**config.mk**
```make
export PLATFORM = sky130hd
export DESIGN_NAME = dmi_pipe_buffer_flat
export DESIGN_NICKNAME = d
export VERILOG_FILES = /design/src/rtl/dmi_pipe_if.sv /design/src/rtl/dmi_pipe_buffer.sv /design/src/flat_wrapper.sv
export SDC_FILE = /design/constraint.sdc
export NUM_CORES = 1
export LEC_CHECK = 0
export BUFFER_PORTS_ARGS = -buffer_cell sky130_fd_sc_hd__buf_2
export CORE_ASPECT_RATIO = 0.5
export CORE_UTILIZATION = 57
export CTS_CLUSTER_SIZE = 30
export DETAILED_ROUTE_END_ITERATION = 12
export PLACE_DENSITY = 0.87
export SETUP_SLACK_MARGIN = 0.4
export SYNTH_ARGS = -nofsm -noshare
export SYNTH_HDL_FRONTEND = slang
export SYNTH_SLANG_ARGS = --single-unit
export TNS_END_PERCENT = 10
```
**constraint.sdc**
```tcl
create_clock -name clk_i -period 6.92 [get_ports clk_i]
set_clock_uncertainty 0.1 [all_clocks]
set_input_delay 1.038 -clock clk_i [delete_from_list [all_inputs] [get_ports clk_i]]
set_output_delay 1.038 -clock clk_i [all_outputs]
set_load 0.02 [all_outputs]
```
**src/rtl/dmi_pipe_if.sv**
```systemverilog
// DMI handshake bundle between the DTM-side master, the pipe buffer and the
// Debug Module. The buffer uses the slave view; its environment uses master.
interface dmi_pipe_if #(
  parameter int ADDR_W = 7,
  parameter int DATA_W = 32
);
  logic [ADDR_W+2+DATA_W-1:0] host_req;
  logic                       host_req_valid;
  logic                       host_req_ready;
  logic [DATA_W+2-1:0]        host_resp;
  logic                       host_resp_valid;
  logic                       host_resp_ready;
  logic [ADDR_W+2+DATA_W-1:0] dm_req;
  logic                       dm_req_valid;
  logic                       dm_req_ready;
  logic [DATA_W+2-1:0]        dm_resp;
  logic                       dm_resp_valid;
  logic                       dm_resp_ready;

  modport slave (
    input  host_req, host_req_valid, host_resp_ready,
    input  dm_req_ready, dm_resp, dm_resp_valid,
    output host_req_ready, host_resp, host_resp_valid,
    output dm_req, dm_req_valid, dm_resp_ready
  );

  modport master (
    output host_req, host_req_valid, host_resp_ready,
    output dm_req_ready, dm_resp, dm_resp_valid,
    input  host_req_ready, host_resp, host_resp_valid,
    input  dm_req, dm_req_valid, dm_resp_ready
  );
endinterface

```
**src/rtl/dmi_pipe_buffer.sv**
```systemverilog
// DMI request/response buffer: request FIFO toward the DM, response FIFO
// toward the host, an outstanding-request limiter and a flush that arms
// dropping of responses still in flight from the DM.
// Optional feature macro: DMI_PIPE_TIMEOUT_EN (injects an error response,
// resp=2, when the DM stays silent for TIMEOUT_CYC cycles).
module dmi_pipe_buffer #(
  parameter int ADDR_W          = 7,
  parameter int DATA_W          = 32,
  parameter int REQ_DEPTH       = 4,
  parameter int RESP_DEPTH      = 4,
  parameter int MAX_OUTSTANDING = 2,
  parameter int TIMEOUT_CYC     = 1024,
  localparam int OCW            = $clog2(MAX_OUTSTANDING + 1)
) (
  input  logic           clk_i,
  input  logic           rst_i,
  input  logic           clear_i,
  output logic           clear_o,
  dmi_pipe_if.slave      dmi,
  output logic [OCW-1:0] out_cnt_o,
  output logic           timeout_o
);
  localparam int REQ_W  = ADDR_W + 2 + DATA_W;
  localparam int RESP_W = DATA_W + 2;
  localparam int RQ_AW  = $clog2(REQ_DEPTH);
  localparam int RS_AW  = $clog2(RESP_DEPTH);
  localparam int RQ_CW  = RQ_AW + 1;
  localparam int RS_CW  = RS_AW + 1;
  localparam logic [OCW-1:0] MAX_OC = OCW'(MAX_OUTSTANDING);

  logic [REQ_W-1:0]  req_mem_q  [REQ_DEPTH];
  logic [RESP_W-1:0] resp_mem_q [RESP_DEPTH];
  logic [RQ_AW-1:0]  req_wp_q, req_wp_d, req_rp_q, req_rp_d;
  logic [RQ_CW-1:0]  req_cnt_q, req_cnt_d;
  logic [RS_AW-1:0]  resp_wp_q, resp_wp_d, resp_rp_q, resp_rp_d;
  logic [RS_CW-1:0]  resp_cnt_q, resp_cnt_d;
  logic [OCW-1:0]    out_cnt_q, out_cnt_d, drop_cnt_q, drop_cnt_d;
  logic              clear_q;

  logic req_full, req_empty, resp_full, resp_empty;
  logic req_push, req_pop, resp_push, resp_pop;
  logic dm_hs, accept, drop, inject, dec_out;
  logic [RESP_W-1:0] resp_wdata;
  logic [OCW:0]      drop_sum;

  assign req_full   = (req_cnt_q == RQ_CW'(REQ_DEPTH));
  assign req_empty  = (req_cnt_q == '0);
  assign resp_full  = (resp_cnt_q == RS_CW'(RESP_DEPTH));
  assign resp_empty = (resp_cnt_q == '0);

  // Flush blocks new host requests and new issues in the cycle it is seen.
  assign dmi.host_req_ready  = !req_full && !clear_i;
  assign dmi.dm_req_valid    = !req_empty && (out_cnt_q < MAX_OC) && !clear_i;
  assign dmi.dm_resp_ready   = (drop_cnt_q != '0) || !resp_full;
  assign dmi.host_resp_valid = !resp_empty;
  assign dmi.dm_req          = req_mem_q[req_rp_q];
  assign dmi.host_resp       = resp_mem_q[resp_rp_q];

  assign req_push = dmi.host_req_valid && dmi.host_req_ready;
  assign req_pop  = dmi.dm_req_valid && dmi.dm_req_ready;
  assign dm_hs    = dmi.dm_resp_valid && dmi.dm_resp_ready && !clear_i;
  assign accept   = dm_hs && (drop_cnt_q == '0);
  assign drop     = dm_hs && (drop_cnt_q != '0);
  assign resp_pop = dmi.host_resp_valid && dmi.host_resp_ready && !clear_i;

`ifdef DMI_PIPE_TIMEOUT_EN
  localparam int TW = $clog2(TIMEOUT_CYC + 1);
  logic [TW-1:0] timer_q, timer_d;
  logic          timer_hit;

  assign timer_hit = (timer_q == TW'(TIMEOUT_CYC));
  // A real DM response in the same cycle always beats the injected error.
  assign inject = !clear_i && (out_cnt_q != '0) && timer_hit && !resp_full && !dm_hs;

  // Timer runs only while something is outstanding; held at the limit while
  // the response FIFO has no room for the injected error.
  always_comb begin
    timer_d = timer_q + TW'(1);
    if (clear_i || (out_cnt_q == '0) || dm_hs || inject) timer_d = '0;
    else if (timer_hit)                                  timer_d = timer_q;
  end

  // Timer register.
  always_ff @(posedge clk_i) begin
    if (rst_i) timer_q <= '0;
    else       timer_q <= timer_d;
  end
`else
  logic unused_timeout_cyc;
  assign unused_timeout_cyc = (TIMEOUT_CYC != 0);
  assign inject = 1'b0;
`endif

  assign timeout_o  = inject;
  assign resp_push  = accept || inject;
  assign resp_wdata = inject ? {{DATA_W{1'b0}}, 2'd2} : dmi.dm_resp;
  assign dec_out    = (accept && (out_cnt_q != '0)) || inject;
  assign drop_sum   = {1'b0, drop_cnt_q} + {1'b0, out_cnt_q};

  // Next-state for FIFO pointers/counts and the outstanding/drop counters.
  always_comb begin
    req_wp_d   = req_wp_q + RQ_AW'(req_push);
    req_rp_d   = req_rp_q + RQ_AW'(req_pop);
    req_cnt_d  = req_cnt_q + RQ_CW'(req_push) - RQ_CW'(req_pop);
    resp_wp_d  = resp_wp_q + RS_AW'(resp_push);
    resp_rp_d  = resp_rp_q + RS_AW'(resp_pop);
    resp_cnt_d = resp_cnt_q + RS_CW'(resp_push) - RS_CW'(resp_pop);
    out_cnt_d  = out_cnt_q + OCW'(req_pop) - OCW'(dec_out);
    drop_cnt_d = drop_cnt_q;
    if (drop)                             drop_cnt_d = drop_cnt_q - OCW'(1);
    else if (inject && drop_cnt_q < MAX_OC) drop_cnt_d = drop_cnt_q + OCW'(1);
    if (clear_i) begin
      // Everything the DM still owes us becomes a response to discard.
      req_wp_d   = '0;
      req_rp_d   = '0;
      req_cnt_d  = '0;
      resp_wp_d  = '0;
      resp_rp_d  = '0;
      resp_cnt_d = '0;
      out_cnt_d  = '0;
      drop_cnt_d = (drop_sum > {1'b0, MAX_OC}) ? MAX_OC : drop_sum[OCW-1:0];
    end
  end

  // Control state registers; reset wins over flush and arms no drops.
  always_ff @(posedge clk_i) begin
    if (rst_i) begin
      req_wp_q   <= '0;
      req_rp_q   <= '0;
      req_cnt_q  <= '0;
      resp_wp_q  <= '0;
      resp_rp_q  <= '0;
      resp_cnt_q <= '0;
      out_cnt_q  <= '0;
      drop_cnt_q <= '0;
      clear_q    <= 1'b0;
    end else begin
      req_wp_q   <= req_wp_d;
      req_rp_q   <= req_rp_d;
      req_cnt_q  <= req_cnt_d;
      resp_wp_q  <= resp_wp_d;
      resp_rp_q  <= resp_rp_d;
      resp_cnt_q <= resp_cnt_d;
      out_cnt_q  <= out_cnt_d;
      drop_cnt_q <= drop_cnt_d;
      clear_q    <= clear_i;
    end
  end

  // FIFO storage; contents need no reset since the counts gate visibility.
  always_ff @(posedge clk_i) begin
    if (req_push)  req_mem_q[req_wp_q]   <= dmi.host_req;
    if (resp_push) resp_mem_q[resp_wp_q] <= resp_wdata;
  end

  assign clear_o   = clear_q;
  assign out_cnt_o = out_cnt_q;
endmodule
```
**src/flat_wrapper.sv**
```systemverilog
// flat-port wrapper written by rule: the top's interface ports become plain ports
module dmi_pipe_buffer_flat 
#(
  parameter int ADDR_W          = 7,
  parameter int DATA_W          = 32,
  parameter int REQ_DEPTH       = 4,
  parameter int RESP_DEPTH      = 4,
  parameter int MAX_OUTSTANDING = 2,
  parameter int TIMEOUT_CYC     = 1024,
  localparam int OCW            = $clog2(MAX_OUTSTANDING + 1)
)
  (clk_i, rst_i, clear_i, clear_o, out_cnt_o, timeout_o, dmi_host_req, dmi_host_req_valid, dmi_host_resp_ready, dmi_dm_req_ready, dmi_dm_resp, dmi_dm_resp_valid, dmi_host_req_ready, dmi_host_resp, dmi_host_resp_valid, dmi_dm_req, dmi_dm_req_valid, dmi_dm_resp_ready);
  dmi_pipe_if #(.ADDR_W(ADDR_W), .DATA_W(DATA_W)) dmi_i ();
  input  logic clk_i;
  input  logic rst_i;
  input  logic clear_i;
  output logic clear_o;
  output logic [OCW-1:0] out_cnt_o;
  output logic timeout_o;
  input wire logic [$bits(dmi_i.host_req)-1:0] dmi_host_req;
  input wire logic [$bits(dmi_i.host_req_valid)-1:0] dmi_host_req_valid;
  input wire logic [$bits(dmi_i.host_resp_ready)-1:0] dmi_host_resp_ready;
  input wire logic [$bits(dmi_i.dm_req_ready)-1:0] dmi_dm_req_ready;
  input wire logic [$bits(dmi_i.dm_resp)-1:0] dmi_dm_resp;
  input wire logic [$bits(dmi_i.dm_resp_valid)-1:0] dmi_dm_resp_valid;
  output wire logic [$bits(dmi_i.host_req_ready)-1:0] dmi_host_req_ready;
  output wire logic [$bits(dmi_i.host_resp)-1:0] dmi_host_resp;
  output wire logic [$bits(dmi_i.host_resp_valid)-1:0] dmi_host_resp_valid;
  output wire logic [$bits(dmi_i.dm_req)-1:0] dmi_dm_req;
  output wire logic [$bits(dmi_i.dm_req_valid)-1:0] dmi_dm_req_valid;
  output wire logic [$bits(dmi_i.dm_resp_ready)-1:0] dmi_dm_resp_ready;
  assign dmi_i.host_req = dmi_host_req;
  assign dmi_i.host_req_valid = dmi_host_req_valid;
  assign dmi_i.host_resp_ready = dmi_host_resp_ready;
  assign dmi_i.dm_req_ready = dmi_dm_req_ready;
  assign dmi_i.dm_resp = dmi_dm_resp;
  assign dmi_i.dm_resp_valid = dmi_dm_resp_valid;
  assign dmi_host_req_ready = dmi_i.host_req_ready;
  assign dmi_host_resp = dmi_i.host_resp;
  assign dmi_host_resp_valid = dmi_i.host_resp_valid;
  assign dmi_dm_req = dmi_i.dm_req;
  assign dmi_dm_req_valid = dmi_i.dm_req_valid;
  assign dmi_dm_resp_ready = dmi_i.dm_resp_ready;
  dmi_pipe_buffer #(.ADDR_W(ADDR_W), .DATA_W(DATA_W), .REQ_DEPTH(REQ_DEPTH), .RESP_DEPTH(RESP_DEPTH), .MAX_OUTSTANDING(MAX_OUTSTANDING), .TIMEOUT_CYC(TIMEOUT_CYC)) u_core (.clk_i(clk_i), .rst_i(rst_i), .clear_i(clear_i), .clear_o(clear_o), .dmi(dmi_i), .out_cnt_o(out_cnt_o), .timeout_o(timeout_o));
endmodule
```
### Word-level counts from Yosys, hierarchy flattened

Memories as Yosys holds them, arrays and structs flattened. A register that Yosys moved wholly into a read port is not among the register bits.
Cells that the tools add are included.

* flip-flop bits (word level): 19
* bits in latches: 0
* RAM bits: 300
* bits in read-only memories: 0
* bits of input ports: 82
* output and inout bits: 83
* word-level logic and storage cells: 61
* memories kept: 2

* add/sub/neg operators: 12
* $mul: 0
* div/mod/pow operators: 0
* order comparisons: 2
* eq/ne operators: 2
* shift operators: 0
* multiplexer cells: 9
* bitwise gates (word level): 0
* reductions and logical operators: 25

Memories
* u_core.req_mem_q: depth 4, width 41, read ports 1, clocked after Yosys merged registers in 1, wr ports 1, line dmi_pipe_buffer.sv:31 `logic [REQ_W-1:0] req_mem_q [REQ_DEPTH];`
* u_core.resp_mem_q: depth 4, width 34, read ports 1, clocked after Yosys merged registers in 1, wr ports 1, line dmi_pipe_buffer.sv:32 `logic [RESP_W-1:0] resp_mem_q [RESP_DEPTH];`

Operator list (number)
* logical AND 1 bit: 12
* adder 2 x 1 -> 2 bit: 5
* 2-to-1 mux 2 bit: 5
* adder 3 x 1 -> 3 bit: 2
* equality test 3 bit (second input constant): 2
* zero test 3 bit: 2
* nonzero test 2 bit: 3
* subtractor 3 x 1 -> 3 bit: 2
* zero test 1 bit: 5
* 2-to-1 mux 1 bit: 4
* adder 2 x 2 -> 3 bit: 1
* greater-than comparator 3 x 2 -> 1 bit (second input constant): 1
* zero test 2 bit: 1
* less-than comparator 2 bit (second input constant): 1
* OR reduction 2 bit: 1
* subtractor 2 x 1 -> 2 bit: 1
* subtractor 2 x 1 -> 2 bit (second input constant): 1
* logical OR 1 bit: 1

### Longest topological paths before layout

* word-level depth: 8
* mapped depth: 11
* mapped depth without buffers: 11

### Worst setup path before layout

No wires, ideal clock.

* path type: input-to-reg
* start: in clear_i
* end: mem u_core.req_mem_q[1][0] in the netlist's numbering (enable)
* library setup time: 0.499 ns
* arrival: 4.568 ns
* slack: 1.753 ns
* stages: 3
* buffers on the path: 1
* path through: clkbuf_1 a211o_1 nor3b_1

* word-level cells in the longest chain between the ends: 5

RTL lines
* start: declaration: line flat_wrapper.sv:16 `input logic clear_i;`
* zero test 1 bit: line dmi_pipe_buffer.sv:52 `assign dmi.host_req_ready = !req_full && !clear_i;`
* logical AND 1 bit: line dmi_pipe_buffer.sv:52
* logical AND 1 bit: line dmi_pipe_buffer.sv:59 `assign req_push = dmi.host_req_valid && dmi.host_req_ready;`
* 2-to-1 mux 1 bit: line dmi_pipe_buffer.sv:152 `if (req_push) req_mem_q[req_wp_q] <= dmi.host_req;`
* 2-to-1 mux 1 bit (not written as such): line dmi_pipe_buffer.sv:152
* end: declaration: line dmi_pipe_buffer.sv:31

Every way passes these cells.

==> metrics.csv <==
metric;value;unit
initial DRC count;291;
# DRC;0;
first-pass GRT wire length;32300;um
clock latency on the worst-skew pair;0.53;ns
clk root buf;clkbuf_16;
# clock sinks;319;
Die Area;21400;sq um
H-tree depth;1;
unrepaired setup endpoints after global routing;false;
Setup crit start kind;register;
status;finished, final reports clean;
CTS resizes;0;
die width;206;um
IO Pins;165;
Placeable Area;19900;sq um
layout cells sized above 1;41.8;%
clk buf depth;3;
postcts setup bufs;0;
# hold bufs at CTS;0;
via count;5565;
vias in the first global route;6039;
endpoints failing hold;0;
Synth cell types;34;
Crit path required time;5.78;ns
synthesized area;11900;sq um
arrival time of the worst setup path;2.51;ns
Fill cells;1216;
GRT overflow;0;
fin. max-slew vios;0;
ranking of synthesized cells by area;edfxtp_1, mux4_2, dfxtp_1;
post-route ant nets;0;
Achievable Freq;0.274;GHz
nets;786;
Hold Crit Class;reg2reg;
most common flop cell mapped by yosys;edfxtp_1;
antenna violations before repair;2;
Area Overhead vs Synth;16.6;%
Peak VDD IR;0.214;mV
sequential element share of the synthesized area;79.2;%
wire length per cell;21.4;um
Final setup viols;0;
largest net degree at the start of global routing;44;
Least-Margin Pin Slew;1.14;ns
MaxCap Viol Count;0;
RePlAce Congestion;0.722;
CTS tree;done;
Critical Path End Type;output pin;
Syn Nets;606;
Worst-path clk slew;0.06;ns
Detail Placement HPWL;12700;um
syn avg cell area;23.1;sq um
Synth top area share;76.0;%
number of port buffers;163;
Slew HR;24.2;%
post-synth top area cell;edfxtp_1;
non-filler cells, final;978;
async set or reset register ratio after synthesis;0;%
Worst Path Max Fanout;37;
WHS;0.489;ns
Setup CP Type;reg2out;
Post-Route Utilization;69.4;%
Final Power;0.00376;W
FP Rows;36;
PwrDens;272;nW/um^2
vias per cell;5.69;
Post-synth EDFFs;300;
Placed Cells;929;
Mapped Cells;512;
Starting Density;59.5;%
cell leakage power;4.65;nW
GR Util All Layers;20.2;%
synthesis-stage register bit count;319;
Final TNS setup;0;ns
ratio of final minimum period to clock period;52.7;%
routed wire length;21000;um
Pre-antenna DRT Iters;4;
Num CTS Buffers;27;
Vert. Die Dim;104;um
Yosys Warn Count;0;
crit path time final;3.64;ns
==> cells by family (layout without fill, tap and decap cells) <==
kind of cell | after synthesis | in the layout | share of synthesized area [%]
buf+inv | 33 | 231 | 1.34
mux | 76 | 76 | 14.3
simple gates | 49 | 49 | 2.27
xor+xnor | 8 | 8 | 0.591
compound gates | 14 | 14 | 0.739
fa+ha+maj | 12 | 12 | 1.46
flops | 319 | 319 | 79.2
other cells | 1 | 3 | 0.0316
==> worst max-delay path: stages, from the launching register on <==
cell	delay, ns
dfxtp_2	0.49
buf_4	0.66
mux4_2	0.63
buf_2	0.18
==> final cells by class <==
cell class	count	area, sq um	area share [%]
antenna	2	5.00	0.0362
timing repair buffer	172	883	6.39
multi-input combinational	160	2330	16.9
inverter	12	45.0	0.326
clock inverter	14	123	0.888
clock buffer	33	698	5.05
tap	266	333	2.41
sequential	319	9390	68.0
==> power breakdown <==
group / internal [W] / total (W) / leakage, nW / switching (W)
logic: 0.0000686 / 0.000175 / 1.38 / 0.000106
registers: 0.00214 / 0.00215 / 2.88 / 0.0000102
clock network: 0.000791 / 0.00143 / 0.393 / 0.000639
total: 0.00300 / 0.00376 / 4.65 / 0.000755
==> synthesized netlist by cell type, types with 6 or more instances <==
| master | count |
|---|---|
| inv_1 | 9 |
| and2_1 | 6 |
| mux4_2 | 75 |
| ha_1 | 9 |
| xnor2_1 | 7 |
| nor3_1 | 6 |
| buf_2 | 10 |
| nor2_1 | 13 |
| a21oi_1 | 6 |
| dfxtp_1 | 19 |
| edfxtp_1 | 300 |
| buf_4 | 6 |
| nor3b_1 | 6 |
==> metal layers <==
layer	global-route usage (%)	routed length (um)	share of wire, %
met4	4.57	310	1.5
met1	25.4	8400	40
met2	35.1	10900	52
met3	5.64	1350	6.4
met5	0	0	0
==> final timing paths <==
check | start | endpoint | slack, ns | cells after the start
max | u_core.req_rp_q[0]$_SDFF_PP0_ | dmi_dm_req[12] | 3.28 | 3
min | u_core.req_wp_q[1]$_SDFF_PP0_ | u_core.req_wp_q[1]$_SDFF_PP0_ | 0.49 | 2
max reg2reg | u_core.drop_cnt_q[1]$_SDFFE_PP0P_ | u_core.resp_mem_q[0][9]$_DFFE_PP_ | 4.25 | 6
min reg2reg | u_core.req_wp_q[1]$_SDFF_PP0_ | u_core.req_wp_q[1]$_SDFF_PP0_ | 0.49 | 2
==> placed cells by master (no fill, tap or decap), types with 6 or more instances in the layout <==
cell	Yosys	layout
xnor2_1	7	7
clkbuf_1	5	6
inv_1	9	9
and2_1	6	6
mux4_2	75	75
edfxtp_1	300	300
nor2_1	13	13
dfxtp_1	19	15
ha_1	9	9
buf_4	6	9
clkinv_1	0	7
clkbuf_16	0	27
buf_2	10	163
a21oi_1	6	6
==> metrics by stage <==
stage / instance area, sq um / setup slack (ns)
detailed placement: 13000 / 3.73
global placement: 13000 / 3.71
floorplan: 11900 / 1.75
finish: 13800 / 3.28
global route: 13800 / 3.08
CTS: 13800 / 3.17
==> registers in the layout, indices dropped and copies added (netlist names) <==
register / count
u_core.clear_o: 1
u_core.drop_cnt_q: 2
u_core.out_cnt_o: 2
u_core.req_cnt_q: 3
u_core.req_mem_q: 164
u_core.req_rp_q: 2
u_core.req_wp_q: 2
u_core.resp_cnt_q: 3
u_core.resp_mem_q: 136
u_core.resp_rp_q: 2
u_core.resp_wp_q: 2
(Power assumes the default switching activity.)
